--- config.mk ---
export PLATFORM = sky130hd
export DESIGN_NAME = rmii_receive_deframer
export DESIGN_NICKNAME = d
export VERILOG_FILES = /design/src/rtl/rmii_receive_deframer_pkg.sv /design/src/rtl/rmii_receive_deframer_crc32.sv /design/src/rtl/rmii_receive_deframer.sv
export SDC_FILE = /design/constraint.sdc
export NUM_CORES = 1
export LEC_CHECK = 0
export BUFFER_PORTS_ARGS = -buffer_cell sky130_fd_sc_hd__buf_4
export CORE_AREA = 2 2 69 71
export CTS_BUF_LIST = sky130_fd_sc_hd__clkbuf_16
export DETAILED_ROUTE_END_ITERATION = 7
export DIE_AREA = 0 0 71 73
export GPL_TIMING_DRIVEN = 0
export PLACE_DENSITY_LB_ADDON = 0.25
export SYNTH_ARGS = -nofsm -noshare
export SYNTH_HDL_FRONTEND = slang
export SYNTH_SLANG_ARGS = --single-unit
--- constraint.sdc ---
create_clock -name clock -period 6 [get_ports clock]
set_input_delay 1.2 -clock clock [delete_from_list [all_inputs] [get_ports clock]]
set_output_delay 1.2 -clock clock [all_outputs]
set_load 0.05 [all_outputs]
--- src/rtl/rmii_receive_deframer_pkg.sv ---
// rmii_receive_pkg
//   Shared definitions for the RMII receive deframer:
//   - state_t        : deframer states IDLE / PREAMBLE / DATA
//   - PREAMBLE_DIBIT : 2'b01 preamble dibit
//   - SFD_DIBIT      : 2'b11 start-of-frame-delimiter dibit
//   - CRC32_POLY     : Ethernet CRC-32 generator polynomial
//   - CRC32_RESIDUE  : shift-register value after a frame with a good FCS
//   - ERR_*          : bit positions of the individual frame error causes
package rmii_receive_pkg;

  typedef enum logic [1:0] {
    IDLE     = 2'd0,
    PREAMBLE = 2'd1,
    DATA     = 2'd2
  } state_t;

  localparam logic [1:0]  PREAMBLE_DIBIT = 2'b01;
  localparam logic [1:0]  SFD_DIBIT      = 2'b11;
  localparam logic [31:0] CRC32_POLY     = 32'h04C11DB7;
  localparam logic [31:0] CRC32_RESIDUE  = 32'hC704DD7B;

  localparam int ERR_RUNT  = 0;
  localparam int ERR_GIANT = 1;
  localparam int ERR_RX_ER = 2;
  localparam int ERR_ALIGN = 3;
  localparam int ERR_FCS   = 4;
  localparam int ERR_WIDTH = 5;

endpackage

--- src/rtl/rmii_receive_deframer_crc32.sv ---
// ethernet_crc32_dibit
//   Registered Ethernet CRC-32 accumulator advancing two bits per clock.
//   Bits are consumed in wire order (dibit[0] first). The register is kept in
//   non-reflected form, so a frame ending in a correct FCS leaves the
//   register at CRC32_RESIDUE.
// Ports:
//   clock  : clock
//   reset  : asynchronous active-high reset
//   init   : load 0xFFFFFFFF (takes priority over update)
//   update : fold dibit into the CRC
//   dibit  : two data bits, bit 0 received first
//   crc    : current CRC register value
module ethernet_crc32_dibit
  import rmii_receive_pkg::*;
(
  input  logic        clock,
  input  logic        reset,
  input  logic        init,
  input  logic        update,
  input  logic [1:0]  dibit,
  output logic [31:0] crc
);

  logic [31:0] crc_reg;
  logic [31:0] crc_next;

  function automatic logic [31:0] crc_bit(input logic [31:0] c, input logic b);
    return {c[30:0], 1'b0} ^ ((c[31] ^ b) ? CRC32_POLY : 32'h0);
  endfunction

  always_comb begin
    crc_next = crc_reg;
    if (init)
      crc_next = 32'hFFFFFFFF;
    else if (update)
      crc_next = crc_bit(crc_bit(crc_reg, dibit[0]), dibit[1]);
  end

  always_ff @(posedge clock or posedge reset) begin
    if (reset) crc_reg <= 32'hFFFFFFFF;
    else       crc_reg <= crc_next;
  end

  assign crc = crc_reg;

endmodule

--- src/rtl/rmii_receive_deframer.sv ---
// rmii_receive_deframer
//   RMII receive front end: registers RXD/CRS_DV/RX_ER, hunts preamble + SFD,
//   assembles bytes LSB-first and emits a 9-bit byte stream whose bit 8 marks
//   the last byte of a frame. One completed byte is always held back so that
//   the end-of-frame flag can be attached to it when the carrier drops.
// Ports:
//   clock, reset               : 50 MHz RMII clock, asynchronous active-high reset
//   rmii_receive_data[1:0]     : RXD
//   rmii_receive_data_enable   : CRS_DV
//   rmii_receive_data_error    : RX_ER
//   receive_data[8:0]          : [7:0] byte, [8] end-of-frame
//   receive_data_valid         : one-cycle strobe per byte
//   frame_done                 : pulse with the end-of-frame byte
//   frame_error                : runt/giant/RX_ER/misaligned/(FCS), valid with frame_done
//   frame_length[10:0]         : completed bytes, saturating at MAX_FRAME_BYTES
// Build option:
//   RMII_RECEIVE_FCS_CHECK_EN  : adds CRC-32 checking of the received FCS
module rmii_receive_deframer
  import rmii_receive_pkg::*;
#(
  parameter int MIN_FRAME_BYTES     = 64,
  parameter int MAX_FRAME_BYTES     = 1522,
  parameter int MIN_PREAMBLE_DIBITS = 8
) (
  input  logic        clock,
  input  logic        reset,
  input  logic [1:0]  rmii_receive_data,
  input  logic        rmii_receive_data_enable,
  input  logic        rmii_receive_data_error,
  output logic [8:0]  receive_data,
  output logic        receive_data_valid,
  output logic        frame_done,
  output logic        frame_error,
  output logic [10:0] frame_length
);

  // Registered line samples; all decisions are made on these.
  logic [1:0] rx_data_reg;
  logic       rx_enable_reg;
  logic       rx_error_reg;

  state_t                 state_reg, state_next;
  logic [3:0]             preamble_count_reg, preamble_count_next;
  logic [1:0]             dibit_index_reg, dibit_index_next;
  logic [5:0]             shift_reg, shift_next;      // dibits 0..2 of the byte in progress
  logic [7:0]             held_reg, held_next;
  logic                   held_valid_reg, held_valid_next;
  logic [10:0]            byte_count_reg, byte_count_next;
  logic [ERR_WIDTH-1:0]   error_reg, error_next;      // sticky causes: RX_ER, giant

  logic [8:0]             data_next;
  logic                   valid_next;
  logic                   done_next;
  logic                   frame_error_next;
  logic [10:0]            length_next;

  logic [7:0]             byte_complete;
  logic [ERR_WIDTH-1:0]   error_final;
  logic                   fcs_bad;

`ifdef RMII_RECEIVE_FCS_CHECK_EN
  logic [31:0] crc_value;
  logic        crc_init;
  logic        crc_update;

  assign crc_init   = (state_reg == PREAMBLE) && (state_next == DATA);
  assign crc_update = (state_reg == DATA) && rx_enable_reg;

  ethernet_crc32_dibit u_crc (
    .clock  (clock),
    .reset  (reset),
    .init   (crc_init),
    .update (crc_update),
    .dibit  (rx_data_reg),
    .crc    (crc_value)
  );

  // The CRC register already includes the final FCS dibit when the carrier
  // drop is seen, so the check lands on the same cycle as frame_done.
  assign fcs_bad = (crc_value != CRC32_RESIDUE);
`else
  assign fcs_bad = 1'b0;
`endif

  assign byte_complete = {rx_data_reg, shift_reg};

  always_comb begin
    state_next          = state_reg;
    preamble_count_next = preamble_count_reg;
    dibit_index_next    = dibit_index_reg;
    shift_next          = shift_reg;
    held_next           = held_reg;
    held_valid_next     = held_valid_reg;
    byte_count_next     = byte_count_reg;
    error_next          = error_reg;
    data_next           = '0;
    valid_next          = 1'b0;
    done_next           = 1'b0;
    frame_error_next    = 1'b0;
    length_next         = '0;
    error_final         = '0;

    unique case (state_reg)
      IDLE: begin
        if (rx_enable_reg && rx_data_reg == PREAMBLE_DIBIT) begin
          state_next          = PREAMBLE;
          preamble_count_next = 4'd1;
        end
      end

      PREAMBLE: begin
        if (!rx_enable_reg) begin
          state_next = IDLE;
        end else if (rx_data_reg == PREAMBLE_DIBIT) begin
          if (preamble_count_reg != 4'd15)
            preamble_count_next = preamble_count_reg + 4'd1;
        end else if (rx_data_reg == SFD_DIBIT &&
                     preamble_count_reg >= 4'(MIN_PREAMBLE_DIBITS)) begin
          state_next       = DATA;
          dibit_index_next = 2'd0;
          held_valid_next  = 1'b0;
          byte_count_next  = '0;
          error_next       = '0;
        end else begin
          state_next = IDLE;
        end
      end

      DATA: begin
        if (rx_error_reg)
          error_next[ERR_RX_ER] = 1'b1;

        if (rx_enable_reg) begin
          dibit_index_next = dibit_index_reg + 2'd1;
          case (dibit_index_reg)
            2'd0:    shift_next[1:0] = rx_data_reg;
            2'd1:    shift_next[3:2] = rx_data_reg;
            2'd2:    shift_next[5:4] = rx_data_reg;
            default: begin
              if (byte_count_reg == 11'(MAX_FRAME_BYTES)) begin
                // Oversize: drop the byte, keep the held one for end of frame.
                error_next[ERR_GIANT] = 1'b1;
              end else begin
                byte_count_next = byte_count_reg + 11'd1;
                if (held_valid_reg) begin
                  data_next  = {1'b0, held_reg};
                  valid_next = 1'b1;
                end
                held_next       = byte_complete;
                held_valid_next = 1'b1;
              end
            end
          endcase
        end else begin
          // Carrier dropped: close the frame on the held byte (a partial
          // byte in progress is discarded and flagged as misalignment).
          state_next      = IDLE;
          held_valid_next = 1'b0;
          if (held_valid_reg) begin
            error_final            = error_next;
            error_final[ERR_RUNT]  = byte_count_reg < 11'(MIN_FRAME_BYTES);
            error_final[ERR_ALIGN] = dibit_index_reg != 2'd0;
            error_final[ERR_FCS]   = fcs_bad;
            data_next        = {1'b1, held_reg};
            valid_next       = 1'b1;
            done_next        = 1'b1;
            frame_error_next = |error_final;
            length_next      = byte_count_reg;
          end
        end
      end

      default: state_next = IDLE;
    endcase
  end

  always_ff @(posedge clock or posedge reset) begin
    if (reset) begin
      rx_data_reg        <= '0;
      rx_enable_reg      <= 1'b0;
      rx_error_reg       <= 1'b0;
      state_reg          <= IDLE;
      preamble_count_reg <= '0;
      dibit_index_reg    <= '0;
      shift_reg          <= '0;
      held_reg           <= '0;
      held_valid_reg     <= 1'b0;
      byte_count_reg     <= '0;
      error_reg          <= '0;
      receive_data       <= '0;
      receive_data_valid <= 1'b0;
      frame_done         <= 1'b0;
      frame_error        <= 1'b0;
      frame_length       <= '0;
    end else begin
      rx_data_reg        <= rmii_receive_data;
      rx_enable_reg      <= rmii_receive_data_enable;
      rx_error_reg       <= rmii_receive_data_error;
      state_reg          <= state_next;
      preamble_count_reg <= preamble_count_next;
      dibit_index_reg    <= dibit_index_next;
      shift_reg          <= shift_next;
      held_reg           <= held_next;
      held_valid_reg     <= held_valid_next;
      byte_count_reg     <= byte_count_next;
      error_reg          <= error_next;
      receive_data       <= data_next;
      receive_data_valid <= valid_next;
      frame_done         <= done_next;
      frame_error        <= frame_error_next;
      frame_length       <= length_next;
    end
  end

endmodule

==> impl_metrics.py, run 1 <==
metrics = {
    "route": {
        "num_vias": 1687,
        "detail-route-antenna-nets": 0,
        "drc": 0,
        "wl_um": 4390,
        "dr.first_iter.drc_count": 136,
        "vias_per_cell": 5.39,
        "firstDrtPassIters": 4,
        "wl_per_cell_um": 14.0,
    },
    "timing": {
        "finalSetupTns_ns": 0,
        "fin_crit_ns": 2.21,
        "setup_viol": 0,
        "tightest_slew_ns": 0.627,
        "finalCritPeriodShare": 0.369,
        "max_freq_mhz": 452,
        "maxSlewHeadroom": 0.582,
        "maxSlewViolCount": 0,
        "skew_ns": 0.00577,
        "grt_setup_unrepaired": "false",
        "hold_viol_final": 0,
    },
    "layout": {
        "nets": 268,
        "fill_cells": 323,
        "layout.cells.non_filler": 313,
        "drive_above_1_share": 0.251,
        "antenna_cells": 0,
        "area_growth_pct": 22.5,
        "post-route-util": 0.697,
    },
    "clock_network": {
        "cts_resized": 0,
        "post_cts_buffers": 0,
        "ctsHoldBuffers": 0,
        "clk_pin_slew_ns": 0.05,
        "clockRootBuffer": "clkbuf_16",
        "cts-buffers-inserted": 9,
        "cts_tree": "done",
        "insertion_delay_ns": 0.32,
        "numClockSinks": 62,
        "htree_levels": 3,
        "cts_buffer_depth": 2,
    },
    "synth": {
        "ys_ff_latch": 62,
        "synth_cell_types": 40,
        "syn_nets": 228,
        "async_flop_share": 1.00,
        "syn_area_um2": 2580,
        "ys.flop_type": "dfrtp_1",
        "syn_inst": 214,
        "yosysWarningCount": 0,
        "synth_area_per_cell_um2": 12.1,
        "seq_area_frac_synth": 0.601,
        "synth_edf_count": 0,
    },
    "power_and_ir_drop": {
        "power.density_nw_per_um2": 295,
        "p_leak_nw": 1.58,
        "sequentialPowerShare": 0.458,
        "internal_power_mw": 0.744,
        "p_sw_frac": 0.202,
        "p_sw_mw": 0.188,
        "ir_worst_vdd_uv": 187,
        "pwr-share-comb": 0.021,
        "clockPowerShare": 0.520,
    },
    "worst_hold_path": {
        "hold_class": "reg2reg",
        "holdPathStages": 1,
        "worstHoldStart": "held_reg[7]",
        "min_to": "receive_data[7]",
    },
    "setup_path": {
        "endpoint_kind": "primary output",
        "cp_max_fo": 2,
        "worstReg2RegStart": "byte_count_reg[3]",
        "cp.arrival_ns": 1.01,
        "r2r_setup_slack_ns": 3.89,
        "worstSetupStartpoint": "frame_done",
        "start_kind": "flop",
        "crit_type": "reg2out",
        "cp.required_ns": 4.80,
        "worstReg2RegEnd": "byte_count_reg[1]",
        "rr_worst_depth": 5,
    },
    "floorplanning": {
        "initial_core_util": 0.569,
        "core_um2": 4540,
        "io_pins": 29,
        "die_w_um": 71,
        "die_h_um": 73,
        "die-area_um2": 5180,
        "num_rows": 25,
    },
    "global_routing": {
        "grt.overflow.total": 0,
        "grt_start_max_net_pins": 43,
        "grt_util_all_layers": 0.196,
        "grt_pass1_vias": 1588,
        "grt_pass1_wl_um": 7540,
        "antenna_found_initial": 0,
    },
    "outcome": {
        "status": "finished, final reports clean",
    },
    "placed_design": {
        "hpwlAfterDp_um": 2850,
        "place_inst": 297,
        "gp_congestion": 0.860,
        "port_buffers": 28,
    },
    "flow_run": {
        "drv_cap": 0,
    },
}
## layout by cell type (no fill, tap or decap), drive strengths merged, types with 2 or more instances in the layout
| cell | n |
|---|---|
| dfrtp | 62 |
| xnor2 | 4 |
| a211o | 2 |
| inv | 11 |
| nor2 | 13 |
| nor3 | 4 |
| ha | 8 |
| o21ai | 11 |
| nand3 | 4 |
| clkinv | 3 |
| nand2 | 18 |
| nand4 | 4 |
| a21oi | 9 |
| and2 | 19 |
| buf | 32 |
| o31ai | 2 |
| o211a | 2 |
| xor2 | 2 |
| or3 | 4 |
| mux2 | 16 |
| clkbuf | 13 |
## logic make-up after synthesis
family | synth area share
compound gates | 0.0800
xor+xnor | 0.0204
fa+ha+maj | 0.0388
buf+inv | 0.0281
flops | 0.601
mux | 0.0737
simple gates | 0.158
## layer usage
metal,GRT usage,part of all wire,vias to the layer above
li1,-,-,815
met2,0.298,0.48,46
met3,0.0773,0.059,6
met1,0.248,0.45,820
met4,0.0922,0.014,0
met5,0,0,-
## cell type report
class                   instances  area (um2)  area share
clock buffers                   9         225      0.0712
plain buffers                   7        38.8      0.0123
inverters                       9        33.8      0.0107
clock inverters                 7        57.6      0.0182
multi-input cells             136         957       0.303
repair buffers                 29         230      0.0728
well taps                      54        67.6      0.0214
flip-flops and latches         62        1550       0.491
## cell usage after synthesis, drive strengths merged (2+ instances only)
| cell type | n | area, um2 |
|---|---|---|
| dfrtp | 62 | 1550 |
| and2 | 19 | 119 |
| nand2 | 18 | 67.6 |
| mux2 | 16 | 180 |
| nor2 | 13 | 48.8 |
| o21ai | 11 | 55.1 |
| a21oi | 9 | 45.0 |
| inv | 9 | 33.8 |
| ha | 8 | 100 |
| clkbuf | 4 | 15.0 |
| nand3 | 4 | 20.0 |
| nand4 | 4 | 25.0 |
| nor3 | 4 | 31.3 |
| or3 | 4 | 25.0 |
| xnor2 | 4 | 35.0 |
| buf | 3 | 23.8 |
| a211o | 2 | 18.8 |
| o211a | 2 | 20.0 |
| o31ai | 2 | 28.8 |
| xor2 | 2 | 17.5 |
## power groups by stage
stage	sequential [mW]	combinational, mW	clock (mW)
finish	0.427	0.0199	0.485
global route	0.427	0.0235	0.513
detailed placement	0.434	0.0205	0
CTS	0.427	0.0207	0.495
floorplan	0.433	0.0129	0
global placement	0.434	0.0182	0
## per-stage QoR
step / area, um2 / hold slack, ns / worst slack (ns) / power (mW)
2_1_floorplan: 2580 / 0.449 / 3.26 / 0.445
3_3_place_gp: 2860 / 0.459 / 2.58 / 0.452
3_5_place_dp: 2880 / 0.463 / 3.87 / 0.455
4_1_cts: 3160 / 0.477 / 3.77 / 0.942
5_1_grt: 3160 / 0.493 / 3.74 / 0.964
6_report: 3160 / 0.472 / 3.79 / 0.932
## how the worst max path moves through the flow
stage	endpoint	slack [ns]
2_1_floorplan	byte_count_reg[0]	3.26
3_3_place_gp	rx_data_reg[1]	2.58
3_5_place_dp	receive_data[2]	3.87
4_1_cts	receive_data[8]	3.77
5_1_grt	receive_data[8]	3.74
6_report	receive_data[8]	3.79
## critical path, cell delays in order (launching register included)
cell and delay [ns]:
dfrtp_1 0.38, buf_4 0.13, buf_4 0.18
(Power assumes the default switching activity.)
==> run 2: changes to the inputs <==
CORE_AREA = 2 2 74 76   (was 2 2 69 71)
DIE_AREA = 0 0 76 78   (was 0 0 71 73)
clock period = 1.75 ns   (was 6 ns; I/O delays follow)
==> run 2 against run 1 <==
Against the previous run:
- the run now ends with negative setup slack left
- total power increased to 3.8 times the previous value
- core utilization is 1.8 points lower
- first-iteration DRC count shrank 8.1%
- combinational power rose to 3.6 times the previous value
- via count up 5.0%
- critical path depth is 4 higher
- hold slack worse by 0.44 ns
- routed wire length rose by 18%
- flip-flop and latch count stayed put
- clock skew decreased by 0.0019 ns
- clock power grew to 4.0 times the previous value
- sequential power grew to 3.4 times the previous value
- critical path type is now reg2reg
- critical endpoint is now byte_count_reg[8]
==> impl_metrics.py, run 2 (synthesis gave the netlist of run 1 again) <==
metrics = {
    "outcome": {
        "status": "finished with violations",
        "violations": "negative setup slack",
    },
    "route": {
        "dr.first_iter.drc_count": 125,
        "detail-route-antenna-nets": 0,
        "num_vias": 1772,
        "wl_um": 5180,
        "firstDrtPassIters": 4,
        "vias_per_cell": 5.21,
        "wl_per_cell_um": 15.2,
        "drc": 0,
    },
    "setup_path": {
        "worstPathCellList": "or4b_4 -> buf_6 -> o31a_1 -> o211a_1 -> xnor2_1 -> nor2_1",
        "worstReg2RegEnd": "byte_count_reg[8]",
        "crit_type": "reg2reg",
        "cp.required_ns": 1.94,
        "path_depth": 6,
        "cp_slowest_cell": "or4b_4",
        "cp_max_fo": 5,
        "r2r_setup_slack_ns": -0.18,
        "endpoint_kind": "flop",
        "worstSetupStartpoint": "byte_count_reg[9]",
        "start_kind": "flop",
        "worst-path-buf-inv": 1,
        "max_stage_delay_ns": 0.56,
        "rr_worst_depth": 6,
        "cp.arrival_ns": 2.12,
        "worstReg2RegStart": "byte_count_reg[9]",
        "crit_family": "simple AND/OR/NAND/NOR gates",
    },
    "timing": {
        "finalSetupTns_ns": -2.92,
        "maxSlewHeadroom": 0.682,
        "hold_viol_final": 0,
        "fin_crit_ns": 1.93,
        "tightest_slew_ns": 0.476,
        "max_freq_mhz": 519,
        "setup_viol": 26,
        "grt_setup_unrepaired": "true",
        "finalCritPeriodShare": 1.10,
        "skew_ns": 0.00392,
        "maxSlewViolCount": 0,
        "setup_ws_ns": -0.177,
    },
    "clock_network": {
        "numClockSinks": 62,
        "htree_levels": 3,
        "clockRootBuffer": "clkbuf_16",
        "insertion_delay_ns": 0.32,
        "ctsHoldBuffers": 0,
        "cts-buffers-inserted": 9,
        "clk_pin_slew_ns": 0.05,
        "cts_buffer_depth": 2,
        "cts_tree": "done",
    },
    "floorplanning": {
        "die-area_um2": 5930,
        "io_pins": 29,
        "initial_core_util": 0.512,
        "die_w_um": 76,
        "die_h_um": 78,
        "num_rows": 26,
        "core_um2": 5040,
    },
    "global_routing": {
        "grt_start_max_net_pins": 63,
        "antenna_found_initial": 0,
        "grt_pass1_wl_um": 8650,
        "grt_pass1_vias": 1750,
        "grt_util_all_layers": 0.195,
        "grt.overflow.total": 0,
    },
    "layout": {
        "layout_common_cells": "59 x dfrtp_1, 38 x buf_4, 16 x nand2_1, 16 x and2_1, 15 x mux2_2",
        "multiInputGateArea_um2": 1040,
        "seqCellArea_um2": 1560,
        "area_growth_pct": 32.6,
        "layout_commonest_cell": "dfrtp_1",
        "nets": 279,
        "fill_cells": 356,
        "drive_above_1_share": 0.348,
        "antenna_cells": 0,
    },
    "power_and_ir_drop": {
        "p_leak_nw": 1.69,
        "ir_worst_vdd_uv": 660,
        "power.density_nw_per_um2": 1020,
        "power_mw": 3.50,
    },
    "flow_run": {
        "drv_cap": 0,
    },
    "placed_design": {
        "port_buffers": 28,
        "hpwlAfterDp_um": 2940,
        "gp_congestion": 0.763,
        "dp_slack_ns": -0.324,
    },
    "worst_hold_path": {
        "hold_class": "in2async",
    },
}
==> run 2: changes by cell type in the layout (fill, tap and decap cells not counted), sizes merged <==
cell / change
nor3: +1
bufinv: +2
clkinv: -1
inv: -1
buf: +10
==> run 2: cell type report <==
cell class              count  area share
well taps                  70      0.0256
inverters                   9      0.0110
clock buffers               9      0.0658
clock inverters             7      0.0307
flip-flops and latches     62       0.454
plain buffers               5     0.00914
multi-input cells         137       0.304
repair buffers             41      0.0994
==> run 2: worst max-delay path by stage <==
stage	to	slack, ns
floorplan	byte_count_reg[1]	-0.09
global placement	receive_data[7]	-0.30
detailed placement	receive_data[2]	-0.32
CTS	byte_count_reg[3]	-0.24
global route	byte_count_reg[9]	-0.23
finish	byte_count_reg[8]	-0.18
==> run 2: worst reg2reg max path, stage by stage, from the launching register on <==
cell     delay [ns]
dfrtp_2        0.43
or4b_4         0.56
buf_6          0.14
o31a_1         0.26
o211a_1        0.22
xnor2_1        0.14
nor2_1         0.05
==> run 2: report_power, final <==
group	internal (mW)	switching, mW
registers	1.45	0.0145
logic	0.0262	0.0454
clock network	1.37	0.595
total	2.84	0.655
==> run 2: timing repair <==
item | 4_1_cts | 5_1_grt
pin swaps | 8 | 11
resized for setup | 9 | 22
setup endpoints to repair | 45 | 40
setup buffers | 5 | 7
cloned | 1 | 0
==> run 2: per-layer routing <==
| metal | vias to the layer above | part of all wire | global-route usage |
|---|---|---|---|
| li1 | 842 | - | - |
| met1 | 885 | 0.44 | 0.254 |
| met2 | 35 | 0.50 | 0.294 |
| met3 | 10 | 0.036 | 0.0558 |
| met4 | 0 | 0.024 | 0.113 |
| met5 | - | 0 | 0 |
==> run 2: through the flow <==
stage | std cells | util | area [um2] | hold WS (ns)
detailed placement | 312 | 0.572 | 2890 | 0.460
CTS | 333 | 0.656 | 3310 | 0.124
global placement | 312 | 0.572 | 2890 | 0.460
global route | 340 | 0.679 | 3420 | 0.0602
finish | 340 | 0.679 | 3420 | 0.0321
floorplan | 214 | - | 2590 | 0.381
==> run 3: changes to the inputs <==
MAX_ROUTING_LAYER = met4   (was not set)
==> run 3 against run 2 <==
Against the previous run:
- die area did not move
- first-iteration DRC count fell by 22%
- global-route usage rose by 0.46 points
- combinational power rose by 0.8%
- final cell count did not move
- the run still ends with negative setup slack left
- via count fell by 0.73%
==> impl_metrics.py, run 3 (synthesis gave the netlist of run 1 again) <==
metrics = {
    "clock_network": {
        "cts_buffer_depth": 2,
        "cts_tree": "done",
        "htree_levels": 3,
        "insertion_delay_ns": 0.33,
        "numClockSinks": 62,
        "ctsHoldBuffers": 0,
        "clockRootBuffer": "clkbuf_16",
        "clk_pin_slew_ns": 0.05,
        "cts-buffers-inserted": 9,
    },
    "placed_design": {
        "dp_slack_ns": -0.324,
        "place_inst": 312,
        "port_buffers": 28,
        "place_area_um2": 2890,
        "hpwlAfterDp_um": 2940,
        "gp_congestion": 0.773,
    },
    "setup_path": {
        "start_kind": "flop",
        "r2r_setup_slack_ns": -0.17,
        "worstReg2RegStart": "byte_count_reg[9]",
        "cp.arrival_ns": 2.11,
        "cp.required_ns": 1.94,
        "worstReg2RegEnd": "byte_count_reg[8]",
        "crit_type": "reg2reg",
        "endpoint_kind": "flop",
        "cp_max_fo": 5,
        "rr_worst_depth": 6,
    },
    "power_and_ir_drop": {
        "ir_worst_vdd_uv": 659,
        "p_leak_nw": 1.69,
        "power.density_nw_per_um2": 1020,
    },
    "floorplanning": {
        "die_h_um": 78,
        "core_um2": 5040,
        "num_rows": 26,
        "die-area_um2": 5930,
        "die_w_um": 76,
        "io_pins": 29,
        "initial_core_util": 0.512,
    },
    "route": {
        "wl_per_cell_um": 15.4,
        "wl_um": 5220,
        "firstDrtPassIters": 4,
        "dr.first_iter.drc_count": 98,
        "num_vias": 1759,
        "drc": 0,
        "detail-route-antenna-nets": 0,
        "vias_per_cell": 5.17,
    },
    "timing": {
        "hold_viol_final": 0,
        "skew_ns": 0.00544,
        "max_freq_mhz": 520,
        "finalSetupTns_ns": -2.94,
        "grt_setup_unrepaired": "true",
        "finalCritPeriodShare": 1.10,
        "setup_ws_ns": -0.173,
        "setup_viol": 26,
        "tightest_slew_ns": 0.519,
        "fin_crit_ns": 1.92,
        "maxSlewViolCount": 0,
        "maxSlewHeadroom": 0.653,
    },
    "layout": {
        "area_growth_pct": 32.6,
        "nets": 279,
        "layout.cells.non_filler": 340,
        "layout_commonest_cell": "dfrtp_1",
        "drive_above_1_share": 0.348,
        "post-route-util": 0.679,
        "layout_common_cells": "59 x dfrtp_1, 38 x buf_4, 16 x nand2_1, 16 x and2_1, 15 x mux2_2",
        "antenna_cells": 0,
        "final_area_um2": 3420,
    },
    "global_routing": {
        "met3_usage": 0.0523,
        "grt_pass1_wl_um": 8630,
        "grt_start_max_net_pins": 63,
        "grt_util_all_layers": 0.199,
        "antenna_found_initial": 0,
        "met1_usage": 0.253,
        "grt_pass1_vias": 1767,
        "grt.overflow.total": 0,
        "grt-busiest-layer": "met2",
        "grt_use_met2": 0.294,
    },
    "outcome": {
        "status": "finished with violations",
        "violations": "negative setup slack",
    },
    "worst_hold_path": {
        "hold_class": "in2async",
    },
    "flow_run": {
        "drv_cap": 0,
    },
}
[run 3: cell counts in the layout (fill, tap and decap cells not counted)]
Identical to the previous run, type by type.
[run 3: metal layers]
layer,vias to the layer above,share of wire
met1,864,0.43
met4,0,0.023
met2,41,0.50
met5,-,0
met3,10,0.042
li1,844,-
[run 3: through the flow]
step                      hold WS (ns)  power, mW
after floorplan                  0.381       1.53
after global placement           0.460       1.55
after detailed placement         0.460       1.55
after CTS                        0.124       3.51
after global routing             0.105       3.63
final                           0.0681       3.49
[run 3: where the power goes]
group	leakage [nW]	switching (mW)	internal, mW
clock network	0.167	0.590	1.37
registers	0.847	0.0144	1.45
logic	0.677	0.0460	0.0262
total	1.69	0.650	2.84
[run 3: critical path, stage by stage (launching register included)]
cell     delay, ns
dfrtp_2       0.43
or4b_4        0.56
buf_6         0.14
o31a_1        0.25
o211a_1       0.22
xnor2_1       0.14
nor2_1        0.05
[run 3: worst max path at each step]
| stage | start | endpoint | slack, ns | depth (start not counted) |
|---|---|---|---|---|
| floorplan | byte_count_reg[3] | byte_count_reg[1] | -0.09 | 5 |
| global placement | byte_count_reg[2] | receive_data[7] | -0.30 | 4 |
| detailed placement | byte_count_reg[2] | receive_data[2] | -0.32 | 4 |
| CTS | byte_count_reg[3] | byte_count_reg[3] | -0.24 | 7 |
| global route | byte_count_reg[0] | byte_count_reg[9] | -0.23 | 8 |
| finish | byte_count_reg[9] | byte_count_reg[8] | -0.17 | 6 |
[run 3: cell type report]
| class | count | area, um2 |
|---|---|---|
| fillers | 359 | 1620 |
| flip-flops and latches | 62 | 1560 |
| multi-input cells | 137 | 1040 |
| repair buffers | 41 | 340 |
| clock buffers | 9 | 225 |
| clock inverters | 7 | 105 |
| well taps | 70 | 87.6 |
| inverters | 9 | 37.5 |
| plain buffers | 5 | 31.3 |
[run 3: timing repair]
item                       4_1_cts  5_1_grt
setup buffers                    5        7
resized for setup                9       22
setup endpoints to repair       45       40
pin swaps                        8       11
cloned                           1        0
